## src/rtl/ace_snapshot_dumper.sv

```systemverilog
// Ace snapshot dumper: streams Ace memory BASE_ADDR..end_addr to the host, one byte per
// handshake, substituting latched CPU register bytes inside the register window.
module ace_snapshot_dumper #(
    parameter logic [15:0] BASE_ADDR = 16'h2000,
    parameter logic [7:0]  REG_PAGE  = 8'h21
) (
    input  logic         clk,
    input  logic         reset,
    input  logic         start,
    input  logic [15:0]  end_addr,
    input  logic [211:0] cpu_regs,
    output logic         dump_en,
    output logic [15:0]  mem_addr,
    output logic         mem_rd,
    input  logic [7:0]   mem_data,
    output logic [15:0]  out_addr,
    output logic [7:0]   out_data,
    output logic         out_valid,
    input  logic         out_ready,
    output logic         busy,
    output logic         done
);
    localparam int unsigned AW = 16;
    localparam int unsigned DW = 8;
    localparam int unsigned RW = 212;

    typedef enum logic [2:0] {S_IDLE, S_RD, S_CAP, S_SEND, S_FIN} state_t;

    state_t        state, state_d;
    logic [AW-1:0] cur, cur_d, end_q, end_d;
    logic [RW-1:0] regs_q, regs_d;
    logic          dump_en_d, mem_rd_d, out_valid_d, busy_d, done_d;
    logic [AW-1:0] mem_addr_d, out_addr_d;
    logic [DW-1:0] out_data_d;

    function automatic logic in_window(input logic [AW-1:0] a);
        return (a[15:8] == REG_PAGE) && !a[7];
    endfunction

    // Register-window byte layout, matching what the loader consumes.
    function automatic logic [DW-1:0] regbyte(input logic [RW-1:0] r, input logic [6:0] off);
        logic [DW-1:0] b;
        b = 8'h00;
        case (off)
            7'h00: b = r[15:8];
            7'h01: b = r[7:0];
            7'h04: b = r[87:80];
            7'h05: b = r[95:88];
            7'h08: b = r[103:96];
            7'h09: b = r[111:104];
            7'h0C: b = r[119:112];
            7'h0D: b = r[127:120];
            7'h10: b = r[135:128];
            7'h11: b = r[143:136];
            7'h14: b = r[199:192];
            7'h15: b = r[207:200];
            7'h18: b = r[55:48];
            7'h19: b = r[63:56];
            7'h1C: b = r[71:64];
            7'h1D: b = r[79:72];
            7'h20: b = r[31:24];
            7'h21: b = r[23:16];
            7'h24: b = r[151:144];
            7'h25: b = r[159:152];
            7'h28: b = r[167:160];
            7'h29: b = r[175:168];
            7'h2C: b = r[183:176];
            7'h2D: b = r[191:184];
            7'h30: b = {6'b0, r[209:208]};
            7'h34: b = {7'b0, r[210]};
            7'h38: b = {7'b0, r[211]};
            7'h3C: b = r[39:32];
            7'h40: b = r[47:40];
            default: b = 8'h00;
        endcase
        return b;
    endfunction

    always_ff @(posedge clk) begin
        if (reset) begin
            state     <= S_IDLE;
            cur       <= BASE_ADDR;
            end_q     <= '0;
            regs_q    <= '0;
            dump_en   <= 1'b0;
            mem_addr  <= BASE_ADDR;
            mem_rd    <= 1'b0;
            out_addr  <= BASE_ADDR;
            out_data  <= '0;
            out_valid <= 1'b0;
            busy      <= 1'b0;
            done      <= 1'b0;
        end else begin
            state     <= state_d;
            cur       <= cur_d;
            end_q     <= end_d;
            regs_q    <= regs_d;
            dump_en   <= dump_en_d;
            mem_addr  <= mem_addr_d;
            mem_rd    <= mem_rd_d;
            out_addr  <= out_addr_d;
            out_data  <= out_data_d;
            out_valid <= out_valid_d;
            busy      <= busy_d;
            done      <= done_d;
        end
    end

    // Next state and next registered outputs; mem_rd and done are single-cycle strobes.
    always_comb begin
        state_d     = state;
        cur_d       = cur;
        end_d       = end_q;
        regs_d      = regs_q;
        dump_en_d   = dump_en;
        mem_addr_d  = mem_addr;
        mem_rd_d    = 1'b0;
        out_addr_d  = out_addr;
        out_data_d  = out_data;
        out_valid_d = out_valid;
        busy_d      = busy;
        done_d      = 1'b0;
        case (state)
            S_IDLE: begin
                if (start) begin
                    end_d  = end_addr;
                    regs_d = cpu_regs;
                    cur_d  = BASE_ADDR;
                    if (end_addr < BASE_ADDR) begin
                        state_d = S_FIN;
                        done_d  = 1'b1;
                    end else begin
                        state_d    = S_RD;
                        dump_en_d  = 1'b1;
                        busy_d     = 1'b1;
                        mem_addr_d = BASE_ADDR;
                        mem_rd_d   = !in_window(BASE_ADDR);
                    end
                end
            end
            S_RD: state_d = S_CAP;
            S_CAP: begin
                out_data_d  = in_window(cur) ? regbyte(regs_q, cur[6:0]) : mem_data;
                out_addr_d  = cur;
                out_valid_d = 1'b1;
                state_d     = S_SEND;
            end
            S_SEND: begin
                if (out_ready) begin
                    out_valid_d = 1'b0;
                    if (cur == end_q) begin
                        state_d   = S_FIN;
                        done_d    = 1'b1;
                        dump_en_d = 1'b0;
                        busy_d    = 1'b0;
                    end else begin
                        cur_d      = cur + AW'(1);
                        state_d    = S_RD;
                        mem_addr_d = cur_d;
                        mem_rd_d   = !in_window(cur_d);
                    end
                end
            end
            S_FIN: state_d = S_IDLE;
            default: state_d = S_IDLE;
        endcase
    end
endmodule

```

## config.mk

```make
export PLATFORM = sky130hd
export DESIGN_NAME = ace_snapshot_dumper
export DESIGN_NICKNAME = d
export VERILOG_FILES = /design/src/rtl/ace_snapshot_dumper.sv
export SDC_FILE = /design/constraint.sdc
export NUM_CORES = 1
export LEC_CHECK = 0
export ABC_CLOCK_PERIOD_IN_PS = 4800
export BUFFER_PORTS_ARGS = -buffer_cell sky130_fd_sc_hd__buf_2
export CAP_MARGIN = 5
export CORE_MARGIN = 2
export CORE_UTILIZATION = 58
export DETAILED_ROUTE_END_ITERATION = 6
export PLACE_DENSITY = 0.9
export SLEW_MARGIN = 40
export SYNTH_ARGS = -nofsm -noshare
export SYNTH_HDL_FRONTEND = slang
export SYNTH_SLANG_ARGS = --single-unit
```

## constraint.sdc

```tcl
create_clock -name clk -period 4.8 [get_ports clk]
set_input_delay 0.96 -clock clk [delete_from_list [all_inputs] [get_ports clk]]
set_output_delay 0.96 -clock clk [all_outputs]
set_load 0.01 [all_outputs]
```

==> results of run 1 <==
cells in the final DEF, fill, tap and decap left out, drive strengths merged, types with 11 or more instances in the layout:
cell type  instances
and3              36
clkbuf            40
a21oi            261
nor2              46
a22oi             53
nor3              16
nand4             23
a2111oi           11
a21o              21
xnor2             25
nand2            512
a32oi             18
dfxtp            291
buf              306
nand3             20
o21ai             11
inv               12
routing by layer:
metal  vias to the layer above  track usage  share of wire
met2                       845        0.592           0.46
li1                       5859            -              -
met5                         -            0        0.00033
met3                       166       0.0812           0.12
met1                      5812        0.470           0.38
met4                         2        0.145          0.048
sequential cells by signal, indices dropped and copies added, names as in the netlist:
register and flops:
cur 16, done 1, mem_rd 1, out_valid 1, busy 1, state 3
end_q 16, regs_q 212, out_addr 16, out_data 8, mem_addr 16
power by group:
part | total [mW] | internal (mW) | switching, mW
Clock | 2.58 | 1.61 | 0.970
Sequential | 2.73 | 2.59 | 0.138
Combinational | 0.711 | 0.257 | 0.454
Total | 6.02 | 4.46 | 1.56
worst max path at each step:
stage	from	to	slack, ps	depth (start not counted)
2_1_floorplan	cur[0]	out_data[7]	2510	11
3_3_place_gp	start	regs_q[16]	1670	7
3_5_place_dp	cur[6]	cur[13]	1910	6
4_1_cts	cur[6]	cur[13]	1850	6
5_1_grt	cur[0]	out_data[1]	1550	8
6_report	cur[0]	out_data[1]	1680	8
Yosys cell counts (3+ instances only):
cell                        instances
sky130_fd_sc_hd__a2111oi_0         10
sky130_fd_sc_hd__a21o_1            21
sky130_fd_sc_hd__a21oi_1          259
sky130_fd_sc_hd__a221oi_1           6
sky130_fd_sc_hd__a22o_1             7
sky130_fd_sc_hd__a22oi_1           53
sky130_fd_sc_hd__a31oi_1            6
sky130_fd_sc_hd__a32o_1             3
sky130_fd_sc_hd__a32oi_1           18
sky130_fd_sc_hd__and2_1             3
sky130_fd_sc_hd__and3_1            36
sky130_fd_sc_hd__and4_1             3
sky130_fd_sc_hd__buf_2             36
sky130_fd_sc_hd__buf_4              4
sky130_fd_sc_hd__buf_6              5
sky130_fd_sc_hd__clkbuf_1          73
sky130_fd_sc_hd__dfxtp_1          291
sky130_fd_sc_hd__ha_1               3
sky130_fd_sc_hd__inv_1             11
sky130_fd_sc_hd__nand2_1          511
sky130_fd_sc_hd__nand2b_1           5
sky130_fd_sc_hd__nand3_1           20
sky130_fd_sc_hd__nand4_1           21
sky130_fd_sc_hd__nand4b_1           3
sky130_fd_sc_hd__nand4bb_1          4
sky130_fd_sc_hd__nor2_1            43
sky130_fd_sc_hd__nor2_2             3
sky130_fd_sc_hd__nor2b_1            4
sky130_fd_sc_hd__nor3_1            16
sky130_fd_sc_hd__nor4_1             3
sky130_fd_sc_hd__o211ai_1           3
sky130_fd_sc_hd__o21ai_0            4
sky130_fd_sc_hd__o21ai_1            7
sky130_fd_sc_hd__or4_1              3
sky130_fd_sc_hd__xnor2_1           22
sky130_fd_sc_hd__xnor2_2            3
sky130_fd_sc_hd__xor2_1             7
kinds of logic after synthesis:
logic type               after synthesis  synth area share
AO/OA/AOI/OAI                        410             0.202
buffers and inverters                130            0.0473
XOR/XNOR                              32            0.0244
AND/OR/NAND/NOR                      700             0.247
adder cells (fa/ha/maj)                3           0.00303
multiplexers                           5           0.00616
flip-flops                           291             0.470
final cells by class:
type	instances	area (sq um)	area share
multi-input combinational	1150	6030	0.401
sequential	291	5830	0.388
timing repair buffer	306	1670	0.111
clock buffer	40	847	0.0564
tap	275	344	0.0229
clock inverter	14	259	0.0173
inverter	11	41.3	0.00275
antenna	1	2.50	0.000167
metrics by stage:
step	utilization	total power, mW	setup WS, ps
global route	0.714	6.19	1550
global placement	0.658	3.43	1670
floorplan	-	3.17	2510
finish	0.714	6.02	1680
CTS	0.714	6.00	1850
detailed placement	0.661	3.47	1910
==> qor.yml, run 1 <==
critical_path_peak_fanout: 13
detail_route.iter0.violations: 1585
cts.reportedPaths.clkPinSlew_ps: 70
holdCritPathClass: "reg2reg"
placed_cells_incl_taps: 2033
reg2reg_setup_slack_ps: 1680
worst_ir_drop_vdd_mv: 0.327
cts_tree: "yes"
vias: 12700
drive_gt1_frac: 0.214
totalNegativeSetupSlack_ps: 0
coreArea_sq_um: 21000
hold_violations: 0
synth_enable_flop_cells: 0
dominantRegCellSynth: "sky130_fd_sc_hd__dfxtp_1"
fp.dieArea_sq_um: 22500
maximum_achievable_frequency_mhz: 321
layout_worst_path_cycle_share: 0.650
worst_skew_pair.late_latency_ps: 560
post-cts-setup-buffer-count: 0
maxSlewViolCount: 0
place.detailed.hpwl_um: 30800
dieHeight_um: 150
numClockSinks: 291
core.rowCount: 53
avgSynthCellArea_sq_um: 7.89
grt_first_pass_wirelength_um: 63100
area_growth_syn_to_layout_pct: 21.2
timing.critical_path.from_type: "flop"
antenna_found_initial: 2
synth.cell_area_sq_um: 12400
postSynthRegisterBits: 291
io-pin-count: 285
holdPathStages: 1
worstHoldStart: "mem_addr[8]"
whs_endpoint: "mem_addr[8]"
p_leak_nw: 6.28
yosys_warnings: 0
failed_checks: "DRC"
synth_cell_types: 69
postSynthCellCount: 1571
cp_top_family: "simple AND/OR/NAND/NOR gates"
drc: 1
synth_top_area_cells: "sky130_fd_sc_hd__dfxtp_1 (47%), sky130_fd_sc_hd__nand2_1 (15%), sky130_fd_sc_hd__a21oi_1 (10%), sky130_fd_sc_hd__a22oi_1 (3.2%), sky130_fd_sc_hd__clkbuf_1 (2.2%)"
antenna_left: 0
regToRegStartpoint: "cur[0]"
ys_seq_area_frac: 0.470
unrepaired_setup_endpoints_after_global_routing: "no"
max_cap_violations: 0
hold_slack_ps: 446
finalWorstPathRequiredPeriod_ps: 3120
route.final.wire_length_um: 42500
synth_fp_nets: 1814
maximum_number_of_pins_on_one_net_before_global_route_repair: 112
worstRegToRegCells: 8
worst-setup-path-type: "reg2reg"
critPathBufInv: 1
overflow: 0
finalInstanceArea_sq_um: 15000
setup_viol: 0
finClkSkew_ps: 21.0
final_cells: 2088
slew_headroom: 0.436
gp_congestion: 1.13
numPortBuffers: 284
postPlaceCellArea_sq_um: 13900
ys_async_sr_fraction: 0
fp.dieW_um: 150
maximum_clock_insertion_buffer_count: 3
outcome: "finished, violations left"
numCtsBuffers: 29
wl_per_cell_um: 20.3
yosys.area.top_type: "sky130_fd_sc_hd__dfxtp_1"
critical_path.endpoint_type: "flop"
worst_pin_slew_ps: 838
worst_ep_arrival_time_ps: 3520
htreeDepth: 1
rr_endpoint: "out_data[1]"
design.final.nets: 2032
number_of_global_route_vias_before_repair: 11500
starting_density_of_the_core: 0.589
netlist.area_leader.share: 0.470
post_cts_resized: 0
detail_route.first_pass.iterations: 7
via_count_normalized_by_instance_count: 6.07
ctsHoldBuffers: 0
pwr_density_cell_nw_per_um2: 401
critical_path.cell_chain: "inv_1 -> ha_1 -> and4bb_2 -> and3_1 -> a2111oi_0 -> nand3_1 -> nor4_1 -> o21ai_1"
clk_root_buffer_cell: "sky130_fd_sc_hd__clkbuf_16"
slowest_stage: "sky130_fd_sc_hd__nor4_1"
critPathRequiredTime_ps: 5200
globalRouteTotalUtil: 0.363
critical_path.max_stage_delay_ps: 630
fillCellCount: 1636
Power figures use the tool's default switching activity.
==> run 2, diff against run 1 <==
ABC_CLOCK_PERIOD_IN_PS = 3100   (was 4800)
CORE_UTILIZATION = 54   (was 58)
PLACE_DENSITY = 0.85   (was 0.9)
clock period = 3.1 ns   (was 4.8 ns; I/O delays follow)
==> run 2 against run 1 <==
The run now ends clean. Clock-buffer cell count down 2. Sequential cell count is the same. Fmax is 2.2% higher. Worst setup slack worse by 1600 ps. Sequential share of layout area decreased by 0.18 points. Global-route usage fell by 0.78 points. Die area is 7.2% higher. Worst hold slack got worse by 150 ps. Non-clock buffer count rose by 22. Largest cell class unchanged. Largest power group unchanged.
==> qor.yml, run 2 (same netlist as run 1, synthesis figures left out) <==
outcome: "completed"
detail_route.iter0.violations: 1436  # -9.4%
detail_route.first_pass.iterations: 6  # -1
slew_headroom: 0.411  # -0.0251
dp_slack_ps: 92.6  # -1810 ps
largest_register_ffs: 212  # unchanged
coreArea_sq_um: 22600  # +7.4%
gp_congestion: 1.05  # -6.7%
critical_path.max_stage_delay_ps: 690  # +60 ps
timing.critical_path.from_type: "flop"
critical_path.cell_chain: "inv_1 -> ha_1 -> nand4b_1 -> nor2_1 -> a2111oi_1 -> nand4_1 -> nor3_1 -> o21ai_1"
area_growth_syn_to_layout_pct: 21.7
design.final.nets: 2054  # +1.1%
detail_route.wirelength.met1_um: 18300  # +13%
core.rowCount: 55  # +3.8%
worst_skew_pair.late_latency_ps: 560  # about the same
totalNegativeSetupSlack_ps: 0  # unchanged
htreeDepth: 1  # unchanged
worst-setup-path-type: "reg2reg"
cts.reportedPaths.clkPinSlew_ps: 70  # about the same
p_leak_nw: 6.35  # +1.2%
numClockSinks: 291  # unchanged
postPlaceCellArea_sq_um: 14100  # +1.1%
route.final.wire_length_um: 44900  # +5.7%
cp_top_family: "simple AND/OR/NAND/NOR gates"
via_count_normalized_by_instance_count: 5.94  # -2.1%
place.detailed.hpwl_um: 33800  # +9.6%
antennaDiodeCount: 0  # -1
drc: 0  # -1
timing.final.ws_setup_ps: 50.2  # -1630 ps
finClkSkew_ps: 12.2  # -8.85 ps
setup_viol: 0  # unchanged
fp.dieW_um: 155  # +3.5%
top_signal_layer_used: "met4"
overflow: 0  # unchanged
finalInstanceArea_sq_um: 15100  # +0.45%
io-pin-count: 285  # unchanged
maximum_clock_insertion_buffer_count: 3  # unchanged
grt_first_pass_wirelength_um: 66200  # +4.9%
globalRouteTotalUtil: 0.356  # -0.00781
fp.dieArea_sq_um: 24200  # +7.2%
mostFrequentLayoutCell: "sky130_fd_sc_hd__nand2_1"
unrepaired_setup_endpoints_after_global_routing: "no"
critPathBufInv: 1  # unchanged
critPathRequiredTime_ps: 3520  # -1680 ps
worst_pin_slew_ps: 871  # +32.8 ps
numPortBuffers: 284  # unchanged
maximum_number_of_pins_on_one_net_before_global_route_repair: 139  # +24%
critical_path_peak_fanout: 11  # -2
antenna_found_initial: 0  # -2
holdCritPathClass: "in2reg"
worst_ir_drop_vdd_mv: 0.427  # +30%
max_cap_violations: 0  # unchanged
largest-register: "regs_q"
maximum_achievable_frequency_mhz: 328  # +2.2%
clk_root_buffer_cell: "sky130_fd_sc_hd__clkbuf_16"
critical_path.endpoint_type: "flop"
hold_slack_ps: 296  # -150 ps
detailroute.wirelength.met2_um: 20600  # +6.5%
pwr_density_cell_nw_per_um2: 600  # +50%
post-cts-setup-buffer-count: 0  # unchanged
numCtsBuffers: 29  # unchanged
vias: 12600  # -0.74%
antenna_left: 0  # unchanged
wl_per_cell_um: 21.2  # +4.2%
slowest_stage: "sky130_fd_sc_hd__a2111oi_1"
dieHeight_um: 155  # +3.5%
number_of_global_route_vias_before_repair: 11500  # +0.56%
layout_worst_path_cycle_share: 0.984  # +0.334
routed-wl-met3_um: 4010  # -18%
maxSlewViolCount: 0  # unchanged
layout_common_cells: "sky130_fd_sc_hd__nand2_1 (510), sky130_fd_sc_hd__dfxtp_1 (291), sky130_fd_sc_hd__buf_2 (283)"
hold_violations: 0  # unchanged
starting_density_of_the_core: 0.549  # -0.0405
finalWorstPathRequiredPeriod_ps: 3050  # -68.0 ps
drive_gt1_frac: 0.224  # +0.0106
worst_ep_arrival_time_ps: 3470  # -50 ps
cts_tree: "yes"
## run 2: final cells by class
type / count / area, sq um
multi-input cells: 1150 / 6020
repair buffers: 328 / 1820
inverters: 11 / 41.3
clock inverters: 15 / 166
fillers: 1873 / 7490
well taps: 285 / 357
flip-flops and latches: 291 / 5830
clock buffers: 38 / 850
## run 2: routing by layer
metal  vias up  GRT usage
li1       5882          -
met3       113     0.0554
met5         -          0
met2       683      0.587
met1      5912      0.473
met4         0      0.131
## run 2: report_power, final
group          leakage (nW)  switching, mW  total [mW]  internal (mW)
registers              2.38          0.260        4.28           4.02
logic                  3.47          0.677        1.07          0.397
clock network         0.505           1.52        3.70           2.18
total                  6.35           2.46        9.05           6.59
## run 2: worst register-to-register path, cell delays in order (launching register included)
cell	delay, ps
sky130_fd_sc_hd__dfxtp_1	520
sky130_fd_sc_hd__inv_1	130
sky130_fd_sc_hd__ha_1	330
sky130_fd_sc_hd__nand4b_1	170
sky130_fd_sc_hd__nor2_1	220
sky130_fd_sc_hd__a2111oi_1	700
sky130_fd_sc_hd__nand4_1	170
sky130_fd_sc_hd__nor3_1	570
sky130_fd_sc_hd__o21ai_1	110
## run 2: final timing paths
kind,slack [ps],start,to,cells after the start
max,50,cur[1],out_data[6],8
min,300,cpu_regs[162],regs_q[162],3
max reg2reg,50,cur[1],out_data[6],8
min reg2reg,450,out_addr[10],out_addr[10],2
## run 2: what timing repair did
| action | 4_1_cts | 5_1_grt |
|---|---|---|
| hold buffers | 0 | 0 |
| resized for setup | 0 | 1 |
| setup endpoints to repair | 0 | 1 |
## run 2: through the flow
| stage | std cells | util | power, mW |
|---|---|---|---|
| after floorplan | 1571 | - | 4.90 |
| after global placement | 2065 | 0.623 | 5.37 |
| after detailed placement | 2065 | 0.623 | 5.39 |
| after CTS | 2118 | 0.668 | 9.02 |
| after global routing | 2118 | 0.668 | 9.33 |
| final | 2118 | 0.668 | 9.05 |
